==> config.mk <==
export PLATFORM = sky130hd
export DESIGN_NAME = pc_shift_adder
export DESIGN_NICKNAME = d
export VERILOG_FILES = /design/src/rtl/pc_shift_adder.sv
export SDC_FILE = /design/constraint.sdc
export NUM_CORES = 1
export LEC_CHECK = 0
export CAP_MARGIN = 25
export CORE_MARGIN = 3
export CORE_UTILIZATION = 30
export CTS_CLUSTER_DIAMETER = 50
export CTS_CLUSTER_SIZE = 20
export DETAILED_ROUTE_END_ITERATION = 8
export PLACE_DENSITY_LB_ADDON = 0.25
export SKIP_LAST_GASP = 1
export SLEW_MARGIN = 10
export SYNTH_ARGS = -nofsm -noshare
export SYNTH_HDL_FRONTEND = slang
export SYNTH_SLANG_ARGS = --single-unit
==> constraint.sdc <==
create_clock -name clk -period 0.8 [get_ports clk]
set_input_delay 0.16 -clock clk [delete_from_list [all_inputs] [get_ports clk]]
set_output_delay 0.16 -clock clk [all_outputs]
set_load 0.1 [all_outputs]
==> src/rtl/pc_shift_adder.sv <==
// rtl/pc_shift_adder.sv - registered PC + shifted-offset branch-target adder with overflow flag
// Optional build macro: PCSA_SATURATE_EN (clamp the target to all-ones on overflow).
module pc_shift_adder #(
  parameter int PC_W  = 12,
  parameter int OFF_W = 64
) (
  input  logic             clk,
  input  logic             rst_n,
  input  logic             in_valid,
  input  logic [PC_W-1:0]  pc,
  input  logic [OFF_W-1:0] shifted_addr,
  output logic [PC_W-1:0]  out,
  output logic             out_valid,
  output logic             ovf
);

  logic [PC_W:0]   full;
  logic            upper_set;
  logic            ovf_next;
  logic [PC_W-1:0] out_next;

  // Offset bits above the PC width never reach the sum; they only flag overflow.
  generate
    if (OFF_W > PC_W) begin : g_upper
      assign upper_set = |shifted_addr[OFF_W-1:PC_W];
    end else begin : g_no_upper
      assign upper_set = 1'b0;
    end
  endgenerate

  always_comb begin
    full     = {1'b0, pc} + {1'b0, shifted_addr[PC_W-1:0]};
    ovf_next = full[PC_W] | upper_set;
`ifdef PCSA_SATURATE_EN
    out_next = ovf_next ? {PC_W{1'b1}} : full[PC_W-1:0];
`else
    out_next = full[PC_W-1:0];
`endif
  end

  always_ff @(posedge clk or negedge rst_n) begin
    if (!rst_n) begin
      out       <= '0;
      out_valid <= 1'b0;
      ovf       <= 1'b0;
    end else begin
      out_valid <= in_valid;
      if (in_valid) begin
        out <= out_next;
        ovf <= ovf_next;
      end
    end
  end

endmodule

# After elaboration in Yosys (flattened, before gate mapping)
# Cells that the tools add are included.
# word_totals
regBits	14
input_bits	79
out_inout_bits	14
wordCells	6
# classes
add_sub_neg	1
n_bitwise	1
n_reduce_logical	1
# ops
operator	n
OR reduction 52 bit	1
adder 12 x 12 -> 13 bit	1
bitwise OR 1 bit	1

# Depth between registers and ports, before layout
# Gate-level depths: netlist (run 1).
# logic_depth
depth_word	2
depth_mapped	7
mapped_depth_nobuf	7

# Worst setup path before layout (run 1)
# OpenSTA, ideal clock, no wires.
# synth_timing
path_kind	input to register
start	in pc[0]
end	reg out[10]
setup_ns	0.125
arrival_ns	1.693
required_time_ns	0.675
setup_slack_ns	-1.018
stages	7
path_cell_list	ha_1 > fa_1 > a21oi_1 > o2111a_2 > o31ai_2 > xor2_1 > mux2_2
# synth_via
elab_chain_cells	1
# synth_rtl
item	line	text
from (decl)	10	input logic [PC_W-1:0] pc,
adder 12 x 12 -> 13 bit	32	full = {1'b0, pc} + {1'b0, shifted_addr[PC_W-1:0]};
to (signal assigned)	49	out <= out_next;
to (decl)	12	output logic [PC_W-1:0] out,
# Every way passes these cells.
# A chain may end at the register's enable or synchronous reset.

# Final worst setup path (run 1)
# layout_timing
start	in shifted_addr[0]
end	reg out[10]
# layout_via
elab_chain_cells	1
# layout_rtl
item	line	text
from (decl)	11	input logic [OFF_W-1:0] shifted_addr,
adder 12 x 12 -> 13 bit	32	
# Every way passes these cells.

==> impl_summary.md, run 1 <==
Outcome
The flow ran to the end, but the final reports show violations. The checks that failed: negative setup slack.

Global route
In the global route stage, overall resource usage came out at 25.02%. The number of global-route vias before repair is 1750. The maximum number of pins on one net before global-route repair is 15. The global route total overflow is 0. The first-pass GRT wire length is 8473 um. The number of antenna violations at the first check in global routing came to 0.

Die
The horizontal die dimension is 67.88 um. Once the floorplan was initialized, standard cells occupied 32.62% of the core. The number of placement rows is 21. After floorplanning, the core was sized to cover 3521 sq um.

The I/O pin total is 93. The vertical extent of the die is 67.88 um. The die covers 4607 sq um.

Worst setup path
The beginning of the worst register-to-register path is out[7]. For the worst setup path, the data arrival time is 1750 ps. The worst setup path is of the in -> reg kind. The largest driver fanout on the critical path is 3. The nature of the critical path startpoint is a primary input. Setup slack on the worst reg-to-reg path comes out at -220 ps. The endpoint of the worst-slack reg-to-reg timing path is out[7]. The sort of element at the end of the critical path is a flop.

The required time at the endpoint of the critical path is 930 ps. The cell count of the worst reg-to-reg path is 2.

Routing
The via count of the routed design is 1606. For this block, the routed nets add up to 6081 um of wire. After detailed routing, the number of remaining DRC violations is 0. The pre-antenna-repair detailed-routing pass consisted of 4 iterations. The detailed router finished its first iteration with 73 violations.

After detailed routing, the average wire length per cell comes to 20.47 um. The number of antenna-violating nets in the routed design is 0. The vias per cell is 5.407.

Timing
Setup repair after global routing could not meet its margin everywhere. The relative slew slack is 79.45%. At the pin with the least slew margin, the transition time is 305.5 ps. The clock tree skew after final layout is 0 ps.

The final critical-path setup slack is -814.7 ps. On the final layout, the worst hold slack is 245.2 ps. Counting I/O delays and the setup requirement, the final critical path takes 1615 ps.

Setup violations remaining at the end of the flow were counted as 27. The final critical-path share of the clock period is 201.8%. The hold violation count in the final report is 0. The number of pins exceeding their max-slew limit in the final report is 0. The highest attainable clock frequency is 619.3 MHz.

Placement
The worst setup slack before clock tree synthesis is -1405 ps. The routability congestion estimate is 0.8518. The total instance count after detailed placement is 279. The count of port buffers added during placement is 92. The HPWL after detailed placement is 3949 um.

Synth
The number of flip-flops and latches in the synthesized netlist is 14. After synthesis, the share of flip-flops with an asynchronous set or reset is 100.0%. After synthesis, the largest area contributor takes up 30.50% of total cell area. The synthesized netlist devotes 16.88% of its cell area to compound gates.

The proportion of synthesized area in mux cells is 7.843%. Sequential elements use 30.50% of the synthesized area. The synthesized netlist occupies a cell area of 1149 sq um. The count of yosys warnings during synthesis is 0.

The number of nets produced by synthesis is 215. The mean instance size in the synthesized netlist is 9.338 sq um. After synthesis, the cell types taking the most area are dfrtp_1 31%, ha_1 13%, mux2_2 7.8%. The cell count after synthesis came out at 123. Summing the areas of all fa, ha and maj instances in the mapped netlist gives 14.81% of the synthesized area. The main combinational cell family by area after synthesis is simple AND/OR/NAND/NOR gates. The largest area contributor in the netlist is dfrtp_1. The simple-gate share of the synthesized area is 22.55%. For this run, the leading register cell type out of synthesis is dfrtp_1. In this run, distinct cell masters in the synthesized netlist total 38. The number of enable-type register cells in the synthesized netlist is 0.

The fraction of synthesized cell area in xor and xnor cells is 5.338%.

Pwr
For this design the ratio of total power to cell area is 1717 nW/um^2. IR analysis of the VDD net gives a maximum drop of 0.8419 mV. The static leakage is 1.175 nW.

The total power after layout is 5.076 mW.

Layout
The library cells used most frequently in the layout, excluding fill and tap cells, are 55 x clkdlybuf4s50_1, 27 x buf_4, 15 x buf_12. Cells fill 83.94% of the core in the end. The share of cells above drive strength 1 is 50.60%.

The area used by sequential logic in the layout is 402.9 sq um. The post-layout net count is 344. Leaving out fill and tap cells, the most frequent cell in the layout is clkdlybuf4s50_1. The number of filler cells placed in the layout is 182.

Compared with the post-synthesis result, the final layout area differs by 157.3%. The post-layout instance count excluding filler cells is 297. The multi-input combinational cells in the finished layout cover a total of 1077 sq um.

The repair_antennas step left the layout with diodes totalling 0.

CTS
Buffers inserted during clock tree synthesis total 3. No sink is reached through more buffers than the 2 on the longest clock path. The cell chosen for the clock root is clkbuf_8. The clock tree from TritonCTS is done. The clock latency on the worst-skew pair is 240 ps. The total clock sinks is 14. After clock tree synthesis, the clock-pin slew on the worst setup and hold paths is 70 ps. The quantity of hold-fixing buffers added after cts is 0.

The H-tree depth reported by CTS is 1.

Flow run
The max-cap check violation count is 0.

Worst hold path
The class of the tightest hold or removal check is in -> async.
==> state kept, by name, indices dropped and copies added, names as in the netlist <==
| register | count |
|---|---|
| out | 12 |
| ovf | 1 |
| out_valid | 1 |
==> worst max-delay path, stage by stage <==
cell and delay [ps]:
buf_6 100, ha_4 150, fa_2 360, a21oi_2 210
o2111a_2 240, o31ai_2 90, xor2_1 180, mux2_4 260
==> synth_stat cells, types with 2 or more instances <==
cell type	instances
ha_1	12
xor2_1	3
mux2_2	8
o311ai_0	2
xnor2_1	4
nand3_1	4
nor2b_1	3
o21ai_0	5
nand4_1	3
dfrtp_1	14
nor4_1	12
nor2_1	5
o31ai_1	2
a211oi_1	2
a21oi_1	9
inv_1	4
nand2_1	6
nor3_1	4
nand2b_1	2
==> layer usage <==
layer	wire length, um	track usage [%]
met1	2214	26.64
met2	3414	48.85
met3	239	3.284
met4	212	10.17
met5	0	0
==> per-stage QoR <==
step	cell area [sq um]	TNS, ps
after floorplan	1249	-7376
after global placement	2517	-14980
after detailed placement	2517	-15630
after CTS	2815	-10060
after global routing	2955	-11860
final	2955	-11240
==> power breakdown <==
group	internal (mW)	total, mW	switching, mW	leakage (nW)
registers	0.936	1.10	0.166	0.149
clock network	0.436	0.719	0.283	0.0288
logic	1.52	3.25	1.74	0.997
total	2.89	5.08	2.19	1.18
==> worst max path at each step <==
stage	startpoint	end	cells past startpoint
final	shifted_addr[0]	out[10]	8
after global placement	pc[0]	out[10]	8
after detailed placement	pc[0]	out[10]	8
after floorplan	pc[0]	out[10]	7
after global routing	pc[5]	out[10]	7
after CTS	shifted_addr[0]	ovf	8
==> logic make-up (layout without fill, tap and decap cells) <==
group | count (synthesis) | after routing
fa+ha+maj | 13 | 13
flops | 14 | 14
xor+xnor | 7 | 7
buf+inv | 6 | 134
mux | 8 | 8
compound gates | 29 | 29
simple gates | 46 | 46
==> repair_timing <==
| item | in CTS | in global routing |
|---|---|---|
| pin swaps | 28 | 21 |
| gates resized for setup | 98 | 19 |
| endpoints found under the setup margin | 27 | 27 |
| gates cloned | 1 | 0 |
| setup buffers | 9 | 7 |
==> area by class of cell <==
type	instances	share of cell area [%]
clock buffer	4	1.863
multi-input combinational	103	36.45
sequential	14	13.63
inverter	4	0.5080
tap	46	1.948
timing repair buffer	126	45.60
(Power assumes the default switching activity.)
==> run 2: changes to the inputs <==
--- a/config.mk
+++ b/config.mk
@@ -7,7 +7,7 @@
 export LEC_CHECK = 0
 export CAP_MARGIN = 25
 export CORE_MARGIN = 3
-export CORE_UTILIZATION = 30
+export CORE_UTILIZATION = 33
 export CTS_CLUSTER_DIAMETER = 50
 export CTS_CLUSTER_SIZE = 20
 export DETAILED_ROUTE_END_ITERATION = 8
==> constraint.sdc (replaced) <==
create_clock -name clk -period 1.7 [get_ports clk]
set_input_delay 0.34 -clock clk [delete_from_list [all_inputs] [get_ports clk]]
set_output_delay 0.34 -clock clk [all_outputs]
set_load 0.1 [all_outputs]
==> impl_summary.md, run 2 (synthesis gave the netlist of run 1 again) <==
Outcome
The run finished, with violations left. The checks that failed: negative setup slack.

Global route
Entering global routing, the biggest net connects 21 pins. The first global-routing pass estimated 7665 um of wire. The number of global-route vias before repair was 1633. For this run, the total global-route usage over all layers was measured as 23.72%. The number of antenna violations at the first check in global routing came to 0. For this run the aggregate overflow at the end of global routing stands at 0.

Worst setup path
STA classifies the critical path startpoint as a primary input. The highest-delay cell along the critical path is o31ai_2. The arrival time of the worst setup path is 1920 ps. The beginning of the worst register-to-register path is out[8]. Counting cells, the worst reg-to-reg path comes to 1. The family with the most delay on the worst path is compound AO/OA/AOI/OAI gates. Along the worst path, the maximum fanout reaches 3.

In this run the critical register-to-register path is captured at out[8]. On the worst path, the slowest cell contributes a delay of 320 ps. Together, buffers and inverters on the worst path number 1. The critical path start-end classification is in -> reg. The sort of element at the end of the critical path is a flop. The register-to-register setup slack is 880 ps. The required time at the endpoint of the critical path is 1880 ps. The signal on the critical path passes through dlygate4sd2_1 -> ha_4 -> o21ai_2 -> o21a_1 -> o31ai_2 -> xor2_1 -> mux2_2.

Layout
Registers take 350.3 sq um. The register with the most flip-flops in the layout has 12 of them. For this run, the share of the core covered by cells in the final layout is 84.45%. The antenna cell count is 0. out holds more flip-flops than any other register.

The number of filler cells placed in the layout is 172. The most common cell after layout, fill and taps aside is clkdlybuf4s50_1. In the final layout, the multi-input gates occupy 970.9 sq um. The post-layout instance count excluding filler cells is 288.

From synthesis to final layout, the design area changed by 133.7%. Once layout is done, the placed cells without fillers occupy 2684 sq um. The share of cells above drive strength 1 is 35.25%. The largest registers in the layout are out (12), out_valid (1), ovf (1). In the layout the commonest cells are 62 x clkdlybuf4s50_1, 27 x buf_4, 14 x dfrtp_1, 14 x buf_12, 12 x nor4_1. In the final design database the tool counted 337 nets.

Timing
The final critical-path share of the clock period is 102.5%. Setup repair after global routing could not meet its margin everywhere. Clock skew on the completed layout was measured at 0 ps. Setup violations remaining at the end of the flow were counted as 1. The slew at the pin with the worst max-slew slack is 317.4 ps.

The hold slack is 379.0 ps. The hold violation count in the final report is 0. The final critical-path setup slack is -42.19 ps.

The minimum period implied by the final worst setup slack is 1742 ps. The number of pins exceeding their max-slew limit in the final report is 0. The highest attainable clock frequency is 574.0 MHz.

The relative slew slack is 78.65%.

CTS
The H-tree depth reported by CTS is 1. The clock transition at the registers of the reported paths is 90 ps. The maximum number of buffers from clock root to sink is 2.

The clock latency on the worst-skew pair is 280 ps. The quantity of hold-fixing buffers added after cts is 0. The cell chosen for the clock root is clkbuf_4. The number of clock buffers inserted by TritonCTS is 3. TritonCTS built the clock tree.

For this design, the sink count on the clock tree is 14.

Routing
The via count of the routed design is 1538. The first TritonRoute pass finished after 4 iterations. For this run, design rule violations remaining after detail routing come to 0. The number of antenna-violating nets in the routed design is 0. Dividing the detail-routed wire length by the instance count gives 17.66 um. The vias per cell is 5.340.

The starting DRC count in detailed routing is 78. The total wirelength of the detailed-routed design is 5086 um.

Die
The die is 65.00 um wide. The number of placement rows is 20. Pin placement for this block handled 93 I/O pins. The die area is 4224 sq um.

The vertical extent of the die is 65.00 um. The initial utilization of the core area, before any placement, comes to 36.14%. After floorplanning, the core was sized to cover 3178 sq um.

Placement
At the placement stage, the worst setup path has a slack of -701.3 ps. After detailed placement, the design holds a cell count of 279. The HPWL after detailed placement is 3933 um. Routability-driven placement finished with a final weighted congestion of 0.9266.

The count of buffers added on input and output ports is 92. In this run the cell area measured after placement is 2461 sq um.

Flow run
The max-cap check violation count is 0.

Worst hold path
The min-delay analysis places its worst path in the category in -> async.

Pwr
The static leakage is 1.105 nW. The total power density per cell area is 791.6 nW/um^2. VDD sags by at most 0.4914 mV.
-- run 2: changes by cell type in the layout (fill, tap and decap cells not counted), sizes merged --
cell           delta
buf              -11
clkdlybuf4s50     +7
dlygate4sd2       -1
clkdlybuf4s15     -3
dlymetal6s2s      +2
bufbuf            -1
-- run 2: final cells by class --
cell class / instances / share of cell area (%)
flip-flops and latches: 14 / 13.05
inverters: 4 / 0.5594
multi-input cells: 103 / 36.18
well taps: 44 / 2.051
repair buffers: 119 / 46.81
clock buffers: 4 / 1.352
-- run 2: worst max-delay path by stage --
| stage | startpoint | to | slack, ps | cells after the start |
|---|---|---|---|---|
| 6_report | shifted_addr[3] | out[7] | -40 | 7 |
| 5_1_grt | shifted_addr[3] | out[7] | -70 | 7 |
| 4_1_cts | pc[8] | out[10] | -9 | 7 |
| 3_5_place_dp | shifted_addr[0] | out[10] | -700 | 8 |
| 3_3_place_gp | pc[0] | out[10] | -640 | 8 |
| 2_1_floorplan | pc[0] | out[10] | -130 | 7 |
-- run 2: what timing repair did --
item	CTS	global route
hold endpoints to repair	0	0
resized for setup	47	13
setup buffers	4	2
setup endpoints to repair	9	7
pin swaps	16	17
-- run 2: through the flow --
stage | power (mW) | TNS [ps]
2_1_floorplan | 1.147 | -258.6
3_3_place_gp | 1.753 | -5409
3_5_place_dp | 1.782 | -5957
4_1_cts | 2.093 | -15.04
5_1_grt | 2.197 | -169.1
6_report | 2.125 | -42.19
-- run 2: routing by layer --
layer / GRT usage, % / vias up / wire length (um)
met5: 0 / - / 0
met4: 4.222 / 0 / 70
met3: 2.773 / 8 / 197
met2: 49.55 / 54 / 2942
met1: 24.73 / 757 / 1875
li1: - / 719 / -
-- run 2: where the power goes --
part	switching [mW]	internal (mW)	leakage, nW	total [mW]
Clock	0.118	0.130	0.0210	0.248
Sequential	0.0749	0.397	0.162	0.472
Combinational	0.757	0.647	0.922	1.40
==> run 3: changes to the inputs <==
--- a/config.mk
+++ b/config.mk
@@ -11,7 +11,7 @@
 export CTS_CLUSTER_DIAMETER = 50
 export CTS_CLUSTER_SIZE = 20
 export DETAILED_ROUTE_END_ITERATION = 8
-export PLACE_DENSITY_LB_ADDON = 0.25
+export PLACE_DENSITY = 0.81
 export SKIP_LAST_GASP = 1
 export SLEW_MARGIN = 10
 export SYNTH_ARGS = -nofsm -noshare
==> impl_summary.md, run 3 (synthesis gave the netlist of run 1 again) <==
Layout
Excluding fillers, the count of instances in the completed layout stands at 288. Cells with a size suffix above 1 make up 34.02% of the layout. out holds more flip-flops than any other register. The post-route core utilization is 84.61%. Registers take 350.3 sq um.

From synthesis to final layout, the design area changed by 134.1%. The multi-input combinational cells in the finished layout cover a total of 979.7 sq um. The flip-flop count of the largest register after layout is 12. In the layout the commonest cells are 63 x clkdlybuf4s50_1, 27 x buf_4, 14 x dfrtp_1, 14 x buf_12, 12 x nor4_1. The library cell used most frequently in the layout, excluding fill and tap cells, is clkdlybuf4s50_1. The largest registers in the layout are out (12), out_valid (1), ovf (1).

The number of filler cells placed in the layout is 170. The post-layout net count is 337. The antenna cell count is 0. The final non-filler cell area is 2689 sq um.

CTS
The clock transition at the registers of the reported paths is 100 ps. The total clock sinks is 14. The H-tree depth reported by CTS is 1. The clock latency on the worst-skew pair is 290 ps. The quantity of hold-fixing buffers added after cts is 0. Clock tree synthesis inserted a total of 3 buffers. The maximum number of buffers from clock root to sink is 2. TritonCTS built the clock tree. The cell chosen for the clock root is clkbuf_4.

Timing
Headroom to the max-slew limit came out at 75.43%. The final critical-path share of the clock period is 100.6%. At the pin with the least slew margin, the transition time is 365.2 ps. Between clock sinks in the finished design, the worst skew comes to 0 ps. Setup repair after global routing could not meet its margin everywhere.

The minimum period implied by the final worst setup slack is 1711 ps. The highest attainable clock frequency is 584.4 MHz. The final critical-path setup slack is -11.04 ps. The number of pins exceeding their max-slew limit in the final report is 0. The hold violation count in the final report is 0. The count of final setup violators is 2.

Worst setup path
By startpoint and endpoint, the worst setup path is classified as in -> reg. Data on the critical path is required at its endpoint by 1880 ps. The combined buffer and inverter count along the critical path is 2. STA classifies the critical path startpoint as a primary input. The arrival time of the worst setup path is 1890 ps. The signal on the critical path passes through buf_6 -> ha_4 -> fa_2 -> a21oi_2 -> buf_4 -> o211ai_1 -> nor2_1 -> xnor2_1 -> mux2_4. The family with the most delay on the worst path is adder cells. The highest-delay cell along the critical path is fa_2. For the worst flop-to-flop path, the logic depth is 1. The biggest cell delay along the critical path is 370 ps. Along the worst path, the maximum fanout reaches 2. The worst register-to-register path has a setup slack of 850 ps.

STA classifies the critical path endpoint as a flop. The beginning of the worst register-to-register path is out[10]. The endpoint identified for the worst register-to-register timing path is out[10].

Global route
For this run, the total global-route usage over all layers was measured as 25.16%. The number of antenna violations at the first check in global routing is 0. The first global-routing pass estimated 8086 um of wire.

The number of global-route vias before repair is 1674. Global routing finished with a remaining overflow of 0. Entering global routing, the biggest net connects 21 pins.

Routing
The first-pass detailed-route iteration total is 4. The detailed-route wire length per cell is 18.26 um. In the detailed route, the total length drawn on met2 is 2890 um. For this block, the via count after detailed routing is 1548. The highest layer used for signal routing is met4. The number of DRC violations after detailed routing is 0. The routed design uses 249 um of met3 wire. The number of antenna-violating nets in the routed design is 0. The total wirelength of the detailed-routed design is 5259 um. The wire length on met1 is 1996 um. The vias per cell is 5.375. The starting DRC count in detailed routing is 68.

Die
The initial core utilization is 36.14%. The standard cell core area is 3178 sq um. The I/O pin total is 93. The die is 65.00 um wide. The die area is 4224 sq um. The number of placement rows is 20. In this run the vertical extent of the chip is 65.00 um.

Worst hold path
The class of the tightest hold or removal check is in -> async.

Pwr
The total power density per cell area is 791.8 nW/um^2. Across the VDD grid, the largest voltage drop is 0.3868 mV. Summed over all cells, the static leakage comes to 1.084 nW.

Placement
Counting tap cells, the placed design contains a total of 281 instances. The HPWL after detailed placement is 4141 um. In this run the cell area measured after placement is 2476 sq um. The routability congestion estimate is 0.9514. The count of port buffers added during placement is 92.

Outcome
The final reports fail on negative setup slack. The run finished, with violations left.

Flow run
The max-cap check violation count is 0.
[run 3: metal layers]
metal / global-route usage [%] / vias to the layer above
li1: - / 717
met1: 27.16 / 760
met2: 47.64 / 59
met3: 5.026 / 12
met4: 9.235 / 0
met5: 0 / -
[run 3: through the flow]
stage | power [mW] | hold WS (ps) | setup TNS, ps | setup slack [ps]
global placement | 1.760 | 555.5 | -5453 | -619.0
detailed placement | 1.786 | 562.8 | -6319 | -711.9
floorplan | 1.147 | 44.41 | -258.6 | -127.7
global route | 2.202 | 365.8 | -115.7 | -46.92
finish | 2.129 | 358.5 | -21.90 | -11.04
CTS | 2.079 | 368.8 | -13.34 | -13.34
[run 3: power breakdown]
group | switching [mW] | internal (mW) | total (mW)
registers | 0.0771 | 0.397 | 0.474
logic | 0.760 | 0.643 | 1.40
clock network | 0.122 | 0.130 | 0.252
[run 3: worst max path at each step]
stage               start       to  slack [ps]  cells after the start
floorplan           pc[0]  out[10]        -130                      7
global placement    pc[0]  out[10]        -620                      8
detailed placement  pc[2]   out[7]        -710                      7
CTS                 pc[0]   out[6]         -10                      9
global route        pc[0]  out[10]         -50                      8
finish              pc[0]   out[6]         -10                      9
[run 3: cell type report]
| type | count | share of cell area, % |
|---|---|---|
| Sequential cell | 14 | 13.03 |
| Inverter | 4 | 0.5584 |
| Multi-Input combinational cell | 103 | 36.44 |
| Clock buffer | 4 | 1.349 |
| Tap cell | 44 | 2.047 |
| Timing Repair Buffer | 119 | 46.58 |
[run 3: repair_timing]
item	in CTS	in global routing
buffers inserted	2	1
pin swaps	21	12
resized for setup	48	14
setup endpoints to repair	9	6
==> patch 1: new RTL, settings of run 3 <==
Set the parameter `PC_W` to 24 (it was 12).
--- a/src/rtl/pc_shift_adder.sv
+++ b/src/rtl/pc_shift_adder.sv
@@ -1,7 +1,7 @@
 // rtl/pc_shift_adder.sv - registered PC + shifted-offset branch-target adder with overflow flag
 // Optional build macro: PCSA_SATURATE_EN (clamp the target to all-ones on overflow).
 module pc_shift_adder #(
-  parameter int PC_W  = 12,
+  parameter int PC_W  = 24,
   parameter int OFF_W = 64
 ) (
   input  logic             clk,
Ports: changed (resized out and pc); port bits go from 93 to 117. The function was not compared with the original's and may differ.
==> patch 1 against run 3 <==
The run still ends with negative setup slack left; synthesized area grew 110%; total power grew 120%; critical path type unchanged; routed wire length grew 120%; largest power group unchanged; sequential cell count grew 12; cell area grew 96%; cell count grew 92%; worst setup slack lost 0.38 ns; die area grew 96%.
==> patch 1: results (changes against run 3) <==
Run status: finished, violations left (unchanged)
Failing checks: negative setup slack (unchanged)
Top Registers: out: 24 flops, out_valid: 1 flops, ovf: 1 flops (was out: 12 flops, out_valid: 1 flops, ovf: 1 flops)
Detailed placer's ending HPWL: 6990 µm (was 4140 µm)
Synthesized Nets: 378 (was 215)
Clk slew on worst S/H paths: 0.10 ns (about the same)
Leakage: 2.21 nW (was 1.08 nW)
Sequential power share: 19.8% (was 22.3%)
Hold Fails Final Rpt: 0 (unchanged)
Max rail drop VDD: 471 µV (was 387 µV)
Worst path max stage delay: 0.44 ns (was 0.37 ns)
Fraction of synthesized cell area in xor and xnor cells: 5.14% (was 5.34%)
Reg with most FFs: out (unchanged)
Top delay family on crit path: simple AND/OR/NAND/NOR gates (was adder cells)
Htree depth: 1 (unchanged)
Async set-or-reset flop fraction in the synthesized netlist: 100% (unchanged)
Mux share of post-synthesis cell area: 7.51% (was 7.84%)
Distinct cells, synth: 58 (was 38)
RePlAce Congestion: 0.851 (was 0.951)
Synth Area in Compound Gates: 22.2% (was 16.9%)
Vias in the first global route: 3,205 (was 1,674)
Clock Power Share: 11.8% (about the same)
Layout cells sized above 1: 52.7% (was 34.0%)
Worst Max-Slew Pin Slew: 0.382 ns (was 0.365 ns)
Adder-Cell Fraction of Synth Area: 13.4% (was 14.8%)
Hold/Removal Path Class: input pin to flip-flop (was input pin to asynchronous set/reset pin)
CTS root buf: clkbuf_8 (was clkbuf_4)
# diodes: 0 (unchanged)
Router iterations before antenna repair: 4 (unchanged)
Worst Path Max Fanout: 4 (was 2)
Clock Skews: 0 ns (unchanged)
Clock Latency Late Sink: 0.28 ns
Cts bufs inserted: 3 (unchanged)
Port Buffers: 116 (was 92)
Vias per Instance: 5.69 (was 5.38)
Fin nets: 574 (was 337)
Worst-case clock buffer depth: 2 (unchanged)
Initial antenna violation count: 0 (unchanged)
Worst setup margin: -0.392 ns (was -0.0110 ns)
CP arrival: 2.32 ns (was 1.89 ns)
Synth top area share: 27.3% (was 30.5%)
Critical-path top delay cell: a211oi_2 (was fa_2)
Pin count of the biggest net entering global routing: 27 (was 21)
Pre-CTS setup slack: -0.962 ns (was -0.712 ns)
Post-Route WL: 11,300 µm (was 5260 µm)
PD cells: 879 mW/mm² (was 792 mW/mm²)
P_sw: 2.17 mW (was 0.959 mW)
First-pass GRT wire length: 16,100 µm (was 8090 µm)
Ranking of synthesized cells by area: dfrtp_1, ha_1, mux2_2 (unchanged)
GRT Overall Usage: 24.0% (was 25.2%)
1st-iter DRT viols: 184 (was 68)
Final setup fails: 18 (was 2)
Register area share after synthesis: 27.3% (was 30.5%)
Yosys warning count: 0 (unchanged)
Setup TNS: -4.60 ns (was -0.0219 ns)
Synth cell count leaders: dfrtp_1, a21oi_1, ha_1, nand2_1, mux2_2 (was dfrtp_1, ha_1, nor4_1)
[patch 1: timing repair]
action,in CTS,in global routing
resized for setup,153,60
endpoints found under the setup margin,21,18
setup buffers,25,11
hold buffers,0,0
pin swaps,57,42
gates cloned,0,0
[patch 1: per-layer routing]
metal / routed length (µm) / part of all wire [%] / GRT usage [%]
met5: 0 / 0 / 0
met4: 394 / 3.5 / 9.80
met3: 818 / 7.2 / 4.64
met2: 5970 / 53 / 42.1
met1: 4120 / 36 / 28.7
[patch 1: path summary, 6_finish.rpt]
check	slack (ns)	startpoint	cells past startpoint	end
setup / recovery	-0.39	pc[8]	9	out[16]$_DFFE_PN0P_
hold / removal	0.39	pc[0]	3	out[0]$_DFFE_PN0P_
setup reg to reg	0.67	out[20]$_DFFE_PN0P_	3	out[20]$_DFFE_PN0P_
hold reg to reg	0.59	out[3]$_DFFE_PN0P_	1	out[3]$_DFFE_PN0P_
max in group asynchronous	0.98	rst_n	2	ovf$_DFFE_PN0P_
min in group asynchronous	0.43	rst_n	2	out[18]$_DFFE_PN0P_
[patch 1: cell type report]
class | count | area, µm²
Timing Repair Buffer | 203 | 2090
Tap cell | 96 | 120
Inverter | 5 | 18.8
Clock buffer | 3 | 41.3
Multi-Input combinational cell | 219 | 2320
Sequential cell | 26 | 651
Clock inverter | 1 | 30.0
Fill cell | 420 | 1640
[patch 1: per-stage QoR]
| stage | instance area [µm²] | std cells | utilization (%) |
|---|---|---|---|
| floorplan | 2670 | 262 | - |
| global placement | 4500 | 515 | 65.2 |
| detailed placement | 4500 | 515 | 65.2 |
| CTS | 4970 | 543 | 72.0 |
| global route | 5270 | 553 | 76.3 |
| finish | 5270 | 553 | 76.3 |
==> patch 2: new RTL, config.mk and constraints of run 3 <==
Without the edit above. Add an input register stage for `in_valid`, `pc` and `shifted_addr`; this delays them by one clock.
--- a/src/rtl/pc_shift_adder.sv
+++ b/src/rtl/pc_shift_adder.sv
@@ -14,6 +14,16 @@
   output logic             ovf
 );
 
+  logic in_valid_q;
+  logic [PC_W-1:0] pc_q;
+  logic [OFF_W-1:0] shifted_addr_q;
+
+  always_ff @(posedge clk) begin
+    in_valid_q     <= in_valid;
+    pc_q           <= pc;
+    shifted_addr_q <= shifted_addr;
+  end
+
   logic [PC_W:0]   full;
   logic            upper_set;
   logic            ovf_next;
@@ -22,14 +32,14 @@
   // Offset bits above the PC width never reach the sum; they only flag overflow.
   generate
     if (OFF_W > PC_W) begin : g_upper
-      assign upper_set = |shifted_addr[OFF_W-1:PC_W];
+      assign upper_set = |shifted_addr_q[OFF_W-1:PC_W];
     end else begin : g_no_upper
       assign upper_set = 1'b0;
     end
   endgenerate
 
   always_comb begin
-    full     = {1'b0, pc} + {1'b0, shifted_addr[PC_W-1:0]};
+    full     = {1'b0, pc_q} + {1'b0, shifted_addr_q[PC_W-1:0]};
     ovf_next = full[PC_W] | upper_set;
 `ifdef PCSA_SATURATE_EN
     out_next = ovf_next ? {PC_W{1'b1}} : full[PC_W-1:0];
@@ -44,8 +54,8 @@
       out_valid <= 1'b0;
       ovf       <= 1'b0;
     end else begin
-      out_valid <= in_valid;
-      if (in_valid) begin
+      out_valid <= in_valid_q;
+      if (in_valid_q) begin
         out <= out_next;
         ovf <= ovf_next;
       end
Function: changed (a bounded check fails within 4 cycles, from zero or initial values and one cycle with rst_n low).
==> patch 2 against run 3 <==
The run still ends with negative setup slack left; total power grew 150%; worst hold slack lost 0.044 ns; global-route usage fell by 12 points; synthesized area rose by 130%; die area is 120% higher; routed wire length is 6.0% higher; count of clock-buffer cells in the layout increased by 7; cell area rose by 60%; worst setup slack lost 0.15 ns; sequential cell count grew 77; highest routed layer unchanged.
==> patch 2: results (changes against run 3) <==
Fin nets: 406 (was 337)
CTS root buf: clkbuf_8 (was clkbuf_4)
Failing checks: negative setup slack (unchanged)
Synthesized Nets: 292 (was 215)
Met1 Use GR: 13.1% (was 27.2%)
CP arrival: 2.07 ns (was 1.89 ns)
Layout cells sized above 1: 22.9% (was 34.0%)
Vias per Instance: 4.45 (was 5.38)
Htree depth: 3 (was 1)
Final setup fails: 6 (was 2)
Worst setup margin: -0.158 ns (was -0.0110 ns)
Layout fillers: 675 (was 170)
Worst-case clock buffer depth: 2 (unchanged)
Max rail drop VDD: 547 µV (was 387 µV)
Hold/Removal Path Class: input pin to asynchronous set/reset pin (unchanged)
Run status: finished, violations left (unchanged)
Post-DP Area: 0.00397 mm² (was 0.00248 mm²)
Worst Max-Slew Pin Slew: 0.321 ns (was 0.365 ns)
Post-Route WL: 5580 µm (was 5260 µm)
Detailed placer's ending HPWL: 4270 µm (was 4140 µm)
Leakage: 1.72 nW (was 1.08 nW)
Pin count of the biggest net entering global routing: 21 (unchanged)
Clock Skews: 0.0103 ns (was 0 ns)
Met3 global-route usage: 4.77% (was 5.03%)
Distinct cells, synth: 39 (was 38)
Async set-or-reset flop fraction in the synthesized netlist: 15.4% (was 100%)
Initial antenna violation count: 0 (unchanged)
Synth cell count leaders: dfxtp_1, dfrtp_1, ha_1, nor4_1, a21oi_1 (was dfrtp_1, ha_1, nor4_1)
First-pass GRT wire length: 9040 µm (was 8090 µm)
Worst Path Max Fanout: 3 (was 2)
Synth top area share: 57.3% (was 30.5%)
# diodes: 0 (unchanged)
Setup TNS: -0.571 ns (was -0.0219 ns)
Clock Latency Late Sink: 0.34 ns (was 0.29 ns)
Router iterations before antenna repair: 4 (unchanged)
Clk slew on worst S/H paths: 0.09 ns
Register area share after synthesis: 70.3% (was 30.5%)
GRT Overall Usage: 13.1% (was 25.2%)
1st-iter DRT viols: 44 (was 68)
Port Buffers: 92 (unchanged)
RePlAce Congestion: 0.815 (was 0.951)
Vias in the first global route: 2,047 (was 1,674)
Cts bufs inserted: 9 (was 3)
Yosys warning count: 0 (unchanged)
Primary FF master, synth: dfxtp_1 (was dfrtp_1)
Met2 usage: 23.6% (was 47.6%)
Ranking of synthesized cells by area: dfxtp_1, dfrtp_1, ha_1 (was dfrtp_1, ha_1, mux2_2)
Top Registers: shifted_addr_q: 64 flops, out: 12 flops, pc_q: 12 flops (was out: 12 flops, out_valid: 1 flops, ovf: 1 flops)
## patch 2: cell types whose count changed after synthesis, sizes merged
| cell | run 3 | this run |
|---|---|---|
| dfxtp | 0 | 77 |
## patch 2: worst max-delay path, cell delays in order (launching register included)
cell and delay (ns):
dfxtp_2 0.34, ha_4 0.16, fa_2 0.36, a21oi_2 0.16, o2111a_2 0.24, o31ai_2 0.07
xor2_1 0.15, mux2_2 0.27
## patch 2: stage by stage
stage / hold slack, ns / utilization (%) / worst slack (ns) / cells
2_1_floorplan: 0.0444 / - / -0.119 / 200
3_3_place_gp: 0.529 / 50.9 / -0.142 / 404
3_5_place_dp: 0.533 / 50.9 / -0.183 / 404
4_1_cts: 0.311 / 55.0 / -0.161 / 421
5_1_grt: 0.317 / 55.2 / -0.226 / 421
6_report: 0.314 / 55.2 / -0.158 / 421
## patch 2: routing by layer
layer  share of wire [%]  vias to the layer above
li1                    -                      940
met2                  53                       60
met1                  37                      867
met4                 1.8                        0
met5                   0                        -
met3                 8.2                        8
## patch 2: final timing paths
kind                                                  from                         end  slack, ns  cells after the start
worst max-delay path             shifted_addr_q[0]$_DFF_P_         out[10]$_DFFE_PN0P_      -0.16                      7
worst min-delay path                                 rst_n          out[3]$_DFFE_PN0P_       0.31                      2
worst max register to register   shifted_addr_q[0]$_DFF_P_         out[10]$_DFFE_PN0P_      -0.16                      7
worst min register to register  shifted_addr_q[21]$_DFF_P_             ovf$_DFFE_PN0P_       0.54                      2
max in group asynchronous                            rst_n         out[10]$_DFFE_PN0P_       1.20                      2
min in group clk                          shifted_addr[36]  shifted_addr_q[36]$_DFF_P_       0.44                      1
## patch 2: what timing repair did
item / CTS / global route
setup buffers: 1 / 0
hold buffers: 0 / 0
resized for setup: 16 / 8
pin swaps: 9 / 5
endpoints found under the setup margin: 9 / 9
## patch 2: final cells by class
| type | count | area, µm² | area share [%] |
|---|---|---|---|
| clock buffer | 11 | 131 | 3.05 |
| timing repair buffer | 105 | 1160 | 26.9 |
| sequential | 91 | 1900 | 44.1 |
| inverter | 4 | 15.0 | 0.349 |
| clock inverter | 5 | 85.1 | 1.98 |
| tap | 102 | 128 | 2.96 |
| multi-input combinational | 103 | 891 | 20.7 |
## patch 2: cells by family after synthesis
group / after synthesis / share of synthesized area, %
buffers and inverters: 6 / 0.883
muxes: 8 / 3.35
and+or+nand+nor: 46 / 9.63
xor gates and xnor gates: 7 / 2.28
AOI/OAI and AO/OA: 29 / 7.21
DFF: 91 / 70.3
adders and majority gates: 13 / 6.33
## patch 2: where the power goes
part	total, mW	switching (mW)	internal [mW]
clock	1.54	0.702	0.840
sequential	2.41	0.108	2.30
combinational	1.30	0.704	0.594
total	5.25	1.51	3.73
